$ cat src/rtl/ecc_pe_array_ctrl.sv
// Sequencer for the Montgomery systolic PE chain: clears the chain, feeds operand-A
// words with the per-iteration quotient m, then drains result words to the result RAM.
//
// state | meaning
// IDLE  | waiting for start_i
// CLR   | one-cycle chain clear pulse
// FEED  | stream A words (odd cyc) and compute m (even cyc), 2*S_NUM cycles
// DRAIN | collect result words (odd cyc), m still updated, 2*S_NUM cycles
// DONE  | one-cycle completion pulse
module ecc_pe_array_ctrl #(
  parameter int RADIX  = 32,
  parameter int S_NUM  = 12,
  parameter int ADDR_W = $clog2(S_NUM),
  parameter int CNT_W  = $clog2(2*S_NUM+1)
) (
  input  logic              clk,
  input  logic              reset_n,
  input  logic              start_i,
  input  logic              zeroize_i,
  input  logic [RADIX-1:0]  n_prime_i,
  input  logic [RADIX-1:0]  s0_i,
  input  logic [RADIX-1:0]  a_rd_data_i,
  output logic              a_rd_en_o,
  output logic [ADDR_W-1:0] a_rd_addr_o,
  output logic              pe_start_o,
  output logic              pe_odd_o,
  output logic [RADIX-1:0]  a_word_o,
  output logic [RADIX-1:0]  m_word_o,
  output logic              res_we_o,
  output logic [ADDR_W-1:0] res_addr_o,
  output logic              busy_o,
  output logic              done_o
);

  typedef enum logic [2:0] {
    ST_IDLE,
    ST_CLR,
    ST_FEED,
    ST_DRAIN,
    ST_DONE
  } state_t;

  localparam logic [CNT_W-1:0] CYC_LAST = CNT_W'(2*S_NUM-1);

  state_t             state_q, state_d;
  logic [CNT_W-1:0]   cyc_q, cyc_d;
  logic [RADIX-1:0]   m_word_q, m_word_d;
  logic               in_feed, in_drain, odd_cyc;

  always_comb begin
    state_d  = state_q;
    cyc_d    = cyc_q;
    m_word_d = m_word_q;
    unique case (state_q)
      ST_IDLE: if (start_i) state_d = ST_CLR;
      ST_CLR: begin
        cyc_d   = '0;
        state_d = ST_FEED;
      end
      ST_FEED, ST_DRAIN: begin
        // Quotient is taken from the head PE output on even cycles only.
        if (!cyc_q[0]) m_word_d = s0_i * n_prime_i;
        if (cyc_q == CYC_LAST) begin
          cyc_d   = '0;
          state_d = (state_q == ST_FEED) ? ST_DRAIN : ST_DONE;
        end else begin
          cyc_d = cyc_q + CNT_W'(1);
        end
      end
      ST_DONE: state_d = ST_IDLE;
      default: state_d = ST_IDLE;
    endcase
    if (zeroize_i) begin
      state_d  = ST_IDLE;
      cyc_d    = '0;
      m_word_d = '0;
    end
  end

  always_ff @(posedge clk) begin
    if (!reset_n) begin
      state_q  <= ST_IDLE;
      cyc_q    <= '0;
      m_word_q <= '0;
    end else begin
      state_q  <= state_d;
      cyc_q    <= cyc_d;
      m_word_q <= m_word_d;
    end
  end

  assign in_feed  = (state_q == ST_FEED);
  assign in_drain = (state_q == ST_DRAIN);
  assign odd_cyc  = cyc_q[0];

  // RAM read issued on even cycle returns on the following odd cycle.
  assign a_rd_en_o   = in_feed & ~odd_cyc;
  assign a_rd_addr_o = a_rd_en_o ? ADDR_W'(cyc_q >> 1) : '0;
  assign a_word_o    = (in_feed & odd_cyc) ? a_rd_data_i : '0;
  assign res_we_o    = in_drain & odd_cyc;
  assign res_addr_o  = res_we_o ? ADDR_W'(cyc_q >> 1) : '0;
  assign pe_odd_o    = (in_feed | in_drain) & odd_cyc;
  assign pe_start_o  = (state_q == ST_CLR);
  assign busy_o      = (state_q != ST_IDLE);
  assign done_o      = (state_q == ST_DONE);
  assign m_word_o    = m_word_q;

endmodule

$ cat config.mk
export PLATFORM = sky130hd
export DESIGN_NAME = ecc_pe_array_ctrl
export DESIGN_NICKNAME = d
export VERILOG_FILES = /design/src/rtl/ecc_pe_array_ctrl.sv
export SDC_FILE = /design/constraint.sdc
export NUM_CORES = 1
export LEC_CHECK = 0
export ABC_AREA = 0
export BUFFER_PORTS_ARGS = -buffer_cell sky130_fd_sc_hd__buf_2
export CAP_MARGIN = 0
export CORE_AREA = 5 5 176 178
export DETAILED_ROUTE_END_ITERATION = 7
export DIE_AREA = 0 0 181 183
export PLACE_DENSITY = 0.8
export SKIP_CTS_REPAIR_TIMING = 1
export SLEW_MARGIN = 40
export SYNTH_ARGS = -nofsm -noshare
export SYNTH_HDL_FRONTEND = slang
export SYNTH_SLANG_ARGS = --single-unit
$ cat constraint.sdc
create_clock -name clk -period 16.5 [get_ports clk]
set_clock_uncertainty 0.2 [all_clocks]
set_input_delay 1.65 -clock clk [delete_from_list [all_inputs] [get_ports clk]]
set_output_delay 1.65 -clock clk [all_outputs]
set_load 0.1 [all_outputs]
==> results of run 1 <==
[area by class of cell]
type                    count  area share
clock buffers               5     0.00676
clock inverters             3     0.00230
inverters                 380      0.0770
multi-input cells        1425       0.795
flip-flops and latches     40      0.0433
well taps                 390      0.0264
repair buffers            181      0.0495
[stage by stage]
step / util / cells / setup WS, ns
after floorplan: - / 1948 / 8.13
after global placement: 0.627 / 2416 / 7.88
after detailed placement: 0.627 / 2416 / 7.67
after CTS: 0.633 / 2424 / 7.97
after global routing: 0.633 / 2424 / 7.58
final: 0.633 / 2424 / 7.93
[final timing paths]
check	endpoint	cells past startpoint	slack, ns
worst max-delay path	m_word_o[31]	25	7.93
worst min-delay path	m_word_o[19]	2	0.25
worst max register to register	m_word_o[20]	5	14.29
worst min register to register	m_word_o[19]	2	0.25
[cells by family (layout without fill, tap and decap cells)]
family                     Yosys count  in the layout  synth area share
AOI/OAI and AO/OA                  116            116            0.0426
xor gates and xnor gates            81             81            0.0418
adders and majority gates          532            532             0.561
buffers and inverters              483            569             0.105
DFF                                 40             40            0.0462
muxes                                1              1          0.000578
and+or+nand+nor                    695            695             0.203
[routing by layer]
layer | up-vias | global-route usage
met5 | - | 0
met4 | 0 | 0.116
met3 | 135 | 0.0508
met2 | 594 | 0.461
met1 | 6754 | 0.355
li1 | 5892 | -
[cell usage after synthesis (7+ instances only)]
library cell / n
sky130_fd_sc_hd__clkbuf_1: 101
sky130_fd_sc_hd__a21o_1: 23
sky130_fd_sc_hd__and2_1: 316
sky130_fd_sc_hd__nand2_1: 305
sky130_fd_sc_hd__nor2_1: 19
sky130_fd_sc_hd__nand3_1: 18
sky130_fd_sc_hd__xor2_1: 19
sky130_fd_sc_hd__xnor2_1: 61
sky130_fd_sc_hd__nor2b_1: 7
sky130_fd_sc_hd__inv_1: 380
sky130_fd_sc_hd__ha_1: 124
sky130_fd_sc_hd__o21ai_0: 13
sky130_fd_sc_hd__fa_1: 408
sky130_fd_sc_hd__dfxtp_1: 40
sky130_fd_sc_hd__a21oi_1: 44
[cell usage in the layout (no fill, tap or decap), types with 19 or more instances in the layout]
| master | synthesis | layout |
|---|---|---|
| sky130_fd_sc_hd__xor2_1 | 19 | 19 |
| sky130_fd_sc_hd__ha_1 | 124 | 124 |
| sky130_fd_sc_hd__dfxtp_1 | 40 | 40 |
| sky130_fd_sc_hd__nand2_1 | 305 | 305 |
| sky130_fd_sc_hd__xnor2_1 | 61 | 61 |
| sky130_fd_sc_hd__inv_1 | 380 | 380 |
| sky130_fd_sc_hd__and2_1 | 316 | 316 |
| sky130_fd_sc_hd__a21o_1 | 23 | 23 |
| sky130_fd_sc_hd__a21oi_1 | 44 | 44 |
| sky130_fd_sc_hd__buf_2 | 2 | 177 |
| sky130_fd_sc_hd__fa_1 | 408 | 408 |
[state kept, by name, indices dropped and copies added (netlist names)]
| register | flops |
|---|---|
| cyc_q | 5 |
| m_word_o | 32 |
| state_q | 3 |
[worst max-delay path, stage by stage]
cell	delay, ns
sky130_fd_sc_hd__buf_2	0.43
sky130_fd_sc_hd__nand2_1	0.16
sky130_fd_sc_hd__fa_1	0.56
sky130_fd_sc_hd__inv_1	0.05
sky130_fd_sc_hd__fa_1	0.53
sky130_fd_sc_hd__inv_1	0.05
sky130_fd_sc_hd__fa_1	0.53
sky130_fd_sc_hd__inv_1	0.06
sky130_fd_sc_hd__fa_1	0.51
sky130_fd_sc_hd__inv_1	0.06
sky130_fd_sc_hd__fa_1	0.59
sky130_fd_sc_hd__inv_1	0.06
sky130_fd_sc_hd__fa_1	0.45
sky130_fd_sc_hd__fa_1	0.51
sky130_fd_sc_hd__fa_1	0.42
sky130_fd_sc_hd__ha_1	0.40
sky130_fd_sc_hd__a21o_1	0.14
sky130_fd_sc_hd__a21o_1	0.13
sky130_fd_sc_hd__a311oi_1	0.05
sky130_fd_sc_hd__a211oi_1	0.49
sky130_fd_sc_hd__a31oi_1	0.18
sky130_fd_sc_hd__a21oi_1	0.19
sky130_fd_sc_hd__xnor2_1	0.14
sky130_fd_sc_hd__nand2_1	0.07
sky130_fd_sc_hd__a21oi_1	0.15
==> flow_summary.json, run 1 <==
{
  "grt_remaining_overflow": 0,
  "portBuffers": 177,
  "path_class": "input pin to flip-flop",
  "largest_net_degree_at_the_start_of_global_routing": 35,
  "asyncSetResetFlopFracSynth": 0,
  "hpwl_mm": 37.0,
  "post-synth-top-area-fraction": 0.472,
  "number_of_antenna_violations_at_the_first_check_in_global_routing": 0,
  "cts_num_sinks": 40,
  "timing_worst_slew_pin_value_ns": 0.741,
  "syn-num-nets": 2580,
  "floorplan.rows": 63,
  "placed_cell_area_sq_um": 18300,
  "ctsRootBufferMaster": "sky130_fd_sc_hd__clkbuf_16",
  "setup-tns-final_ns": 0,
  "die_h_um": 183,
  "achievable-frequency_ghz": 0.117,
  "io-pin-count": 178,
  "final-setup-viol-count": 0,
  "slew_violations": 0,
  "via_count_of_the_first_global_routing_pass": 14540,
  "synth_cell_types": 45,
  "multi_input_comb_area_sq_um": 14700,
  "drt-total-wl_mm": 44.4,
  "route.detailed.wl_per_inst_um": 18.3,
  "core_box_area_sq_um": 29200,
  "synth_area_leader_cell": "sky130_fd_sc_hd__fa_1",
  "synth.ff_latch_count": 40,
  "worstPathArrival_ns": 8.58,
  "wl_met2_mm": 21.8,
  "min-delay-start": "m_word_o[19]",
  "summed_instance_area_of_the_synthesized_netlist_sq_um": 17300,
  "synth_edf_count": 0,
  "layout_cells_sized_above_1": 0.0964,
  "grt_pass1_wl_mm": 73.5,
  "worst_setup_path_start_kind": "input pin",
  "synthesis.instances": 1948,
  "timing_hold_violations_final": 0,
  "num_antenna_cells": 0,
  "run_status": "completed",
  "hold_slack_ns": 0.249,
  "worstSkewPairLatency_ns": 0.28,
  "cts_inserted_buffers": 5,
  "area_of_all_placed_cells_without_fillers_sq_um": 18500,
  "worstPathRequired_ns": 16.51,
  "period_minus_slack_ns": 8.57,
  "cts_max_level": 2,
  "drtIter0Drc": 927,
  "nFillCells": 2481,
  "post_synth.cell_area_avg_sq_um": 8.89,
  "ant_nets": 0,
  "worstReg2RegStart": "state_q[1]",
  "synth_sequential_area_ratio": 0.0462,
  "tritoncts_clock_tree": "done",
  "holdCritPathClass": "flip-flop to flip-flop",
  "register_area_sq_um": 801,
  "synth_top_area_cells": "sky130_fd_sc_hd__fa_1, sky130_fd_sc_hd__and2_1, sky130_fd_sc_hd__ha_1",
  "critPathCaptureType": "flip-flop",
  "dr.max_layer_used": "met4",
  "drtPass1Iterations": 5,
  "met3_wirelength_mm": 3.78,
  "ys.flop_type": "sky130_fd_sc_hd__dfxtp_1",
  "crit_path_max_fanout": 24,
  "critical_path.startpoint": "n_prime_i[8]",
  "m1WireLength_mm": 16.6,
  "rsz0062_at_grt": "false",
  "globalRouteTotalUtil": 0.275,
  "vias": 13375,
  "die_x_um": 181,
  "drc_errors": 0,
  "maxCapViolations": 0,
  "final.period_utilization": 0.519,
  "max_slew_margin": 0.506,
  "flow.area_growth_from_synthesis_pct": 6.90,
  "clock_path_buffers": 2,
  "floorplan.initialDensity": 0.592,
  "yosysWarningCount": 0,
  "num-nets-final": 2665,
  "post_drt_via_cell_ratio": 5.52,
  "routabilityCongestion": 0.921,
  "die-area_sq_um": 33100,
  "clk_pin_slew_worst_paths_ns": 0.06
}
Power of run 1 is not shown: default switching activity piles up to over one toggle a cycle in this logic, so the estimate is an artifact.
==> run 2, diff against run 1 <==
==> constraint.sdc (replaced) <==
create_clock -name clk -period 8.25 [get_ports clk]
set_clock_uncertainty 0.2 [all_clocks]
set_input_delay 0.825 -clock clk [delete_from_list [all_inputs] [get_ports clk]]
set_output_delay 0.825 -clock clk [all_outputs]
set_load 0.1 [all_outputs]
==> flow_summary.json, run 2 (same netlist as run 1, synthesis figures left out) <==
{
  "worst_setup_path_start_kind": "input pin",
  "hpwl_mm": 37.2,
  "layout_cells_sized_above_1": 0.0994,
  "drtPass1Iterations": 5,
  "timing_hold_violations_final": 0,
  "final-setup-viol-count": 0,
  "cts_inserted_buffers": 5,
  "via_count_of_the_first_global_routing_pass": 14321,
  "post_drt_via_cell_ratio": 5.49,
  "achievable-frequency_ghz": 0.131,
  "vias": 13341,
  "crit_path_max_fanout": 27,
  "num-nets-final": 2673,
  "die-area_sq_um": 33100,
  "crit_slowest_cell": "sky130_fd_sc_hd__fa_1",
  "number_of_antenna_violations_at_the_first_check_in_global_routing": 0,
  "ctsRootBufferMaster": "sky130_fd_sc_hd__clkbuf_16",
  "r2r_setup_slack_ns": 5.75,
  "portBuffers": 177,
  "worstReg2RegStart": "state_q[1]",
  "commonest_non_fill_non_tap_cells_in_the_layout": "sky130_fd_sc_hd__fa_1, sky130_fd_sc_hd__inv_1, sky130_fd_sc_hd__and2_1",
  "cts_num_sinks": 40,
  "drt-total-wl_mm": 44.3,
  "r2r_cells": 5,
  "largest_net_degree_at_the_start_of_global_routing": 34,
  "route.detailed.wl_per_inst_um": 18.2,
  "tritoncts_clock_tree": "done",
  "clock_path_buffers": 2,
  "worstSkewPairLatency_ns": 0.28,
  "core_box_area_sq_um": 29200,
  "period_minus_slack_ns": 7.63,
  "worstHoldPathCells": 2,
  "largest_register_ff_count": 32,
  "critical_path.startpoint": "n_prime_i[5]",
  "final.period_utilization": 0.925,
  "grt_pass1_wl_mm": 73.1,
  "critPathCaptureType": "flip-flop",
  "num_antenna_cells": 0,
  "max_slew_margin": 0.522,
  "critical-path-top-cell-by-count": "sky130_fd_sc_hd__fa_1",
  "drc_errors": 0,
  "holdCritPathClass": "flip-flop to flip-flop",
  "grt_remaining_overflow": 0,
  "path_class": "input pin to flip-flop",
  "slew_violations": 0,
  "worstPathRequired_ns": 8.22,
  "die_h_um": 183,
  "crit_path_cell_trace": "buf_2 -> and2_1 -> fa_1 -> fa_1 -> inv_1 -> fa_1 -> fa_1 -> inv_1 -> fa_1 -> fa_1 -> inv_1 -> fa_1 -> fa_1 -> inv_1 -> ha_1 -> and2_1 -> a221oi_1 -> nand2_1 -> a21oi_1 -> nor2b_1 -> o21a_1 -> o311ai_1 -> o21ai_1",
  "worstPathArrival_ns": 7.60,
  "run_status": "completed",
  "ant_nets": 0,
  "longest_individual_stage_delay_on_the_worst_path_ns": 0.54,
  "clk_pin_slew_worst_paths_ns": 0.06,
  "drtIter0Drc": 978,
  "maxCapViolations": 0,
  "nFillCells": 2424,
  "setup-tns-final_ns": 0,
  "layout_commonest_cell": "sky130_fd_sc_hd__fa_1",
  "flow.area_growth_from_synthesis_pct": 7.22,
  "rsz0062_at_grt": "false",
  "capturing_element_of_the_worst_setup_path": "m_word_o[25]",
  "globalRouteTotalUtil": 0.273,
  "io-pin-count": 178,
  "floorplan.initialDensity": 0.592,
  "critical_path.reg2reg.endpoint": "m_word_o[20]",
  "cts_max_level": 2,
  "routabilityCongestion": 0.923,
  "timing_worst_slew_pin_value_ns": 0.716,
  "floorplan.rows": 63,
  "die_x_um": 181
}
[run 2: through the flow]
step	instances	util	setup WS [ns]	hold slack, ns	area [sq um]
6_report	2432	0.635	0.621	0.252	18600
4_1_cts	2432	0.635	0.644	0.252	18600
3_5_place_dp	2424	0.629	0.356	0.244	18400
2_1_floorplan	1948	-	0.708	0.258	17300
5_1_grt	2432	0.635	0.309	0.279	18600
3_3_place_gp	2424	0.629	0.543	0.239	18400
[run 2: how the worst min path moves through the flow]
| stage | endpoint | startpoint | slack [ns] |
|---|---|---|---|
| floorplan | cyc_q[3] | cyc_q[3] | 0.26 |
| global placement | m_word_o[13] | m_word_o[13] | 0.24 |
| detailed placement | m_word_o[14] | m_word_o[14] | 0.24 |
| CTS | m_word_o[14] | m_word_o[14] | 0.25 |
| global route | m_word_o[3] | m_word_o[3] | 0.28 |
| finish | m_word_o[14] | m_word_o[14] | 0.25 |
[run 2: cell type report]
cell class	count	area (sq um)	area share
multi-input combinational	1425	14700	0.792
inverter	380	1430	0.0768
timing repair buffer	189	976	0.0526
sequential	40	801	0.0431
tap	390	488	0.0263
clock buffer	6	129	0.00694
clock inverter	2	35.0	0.00189
[run 2: per-layer routing]
| metal | wire [um] | vias up | track usage |
|---|---|---|---|
| met5 | 0 | - | 0 |
| met4 | 2040 | 0 | 0.108 |
| met3 | 3150 | 126 | 0.0399 |
| met2 | 22100 | 546 | 0.459 |
| met1 | 17100 | 6774 | 0.361 |
| li1 | - | 5895 | - |
[run 2: critical path, delay by kind of cell]
| kind | cells | cell delay, ns |
|---|---|---|
| AO/OA/AOI/OAI | 5 | 1.21 |
| AND/OR/NAND/NOR | 4 | 0.68 |
| buffers and inverters | 5 | 0.60 |
| adder cells (fa/ha/maj) | 9 | 4.23 |
Power of run 2 is left out for the same reason.
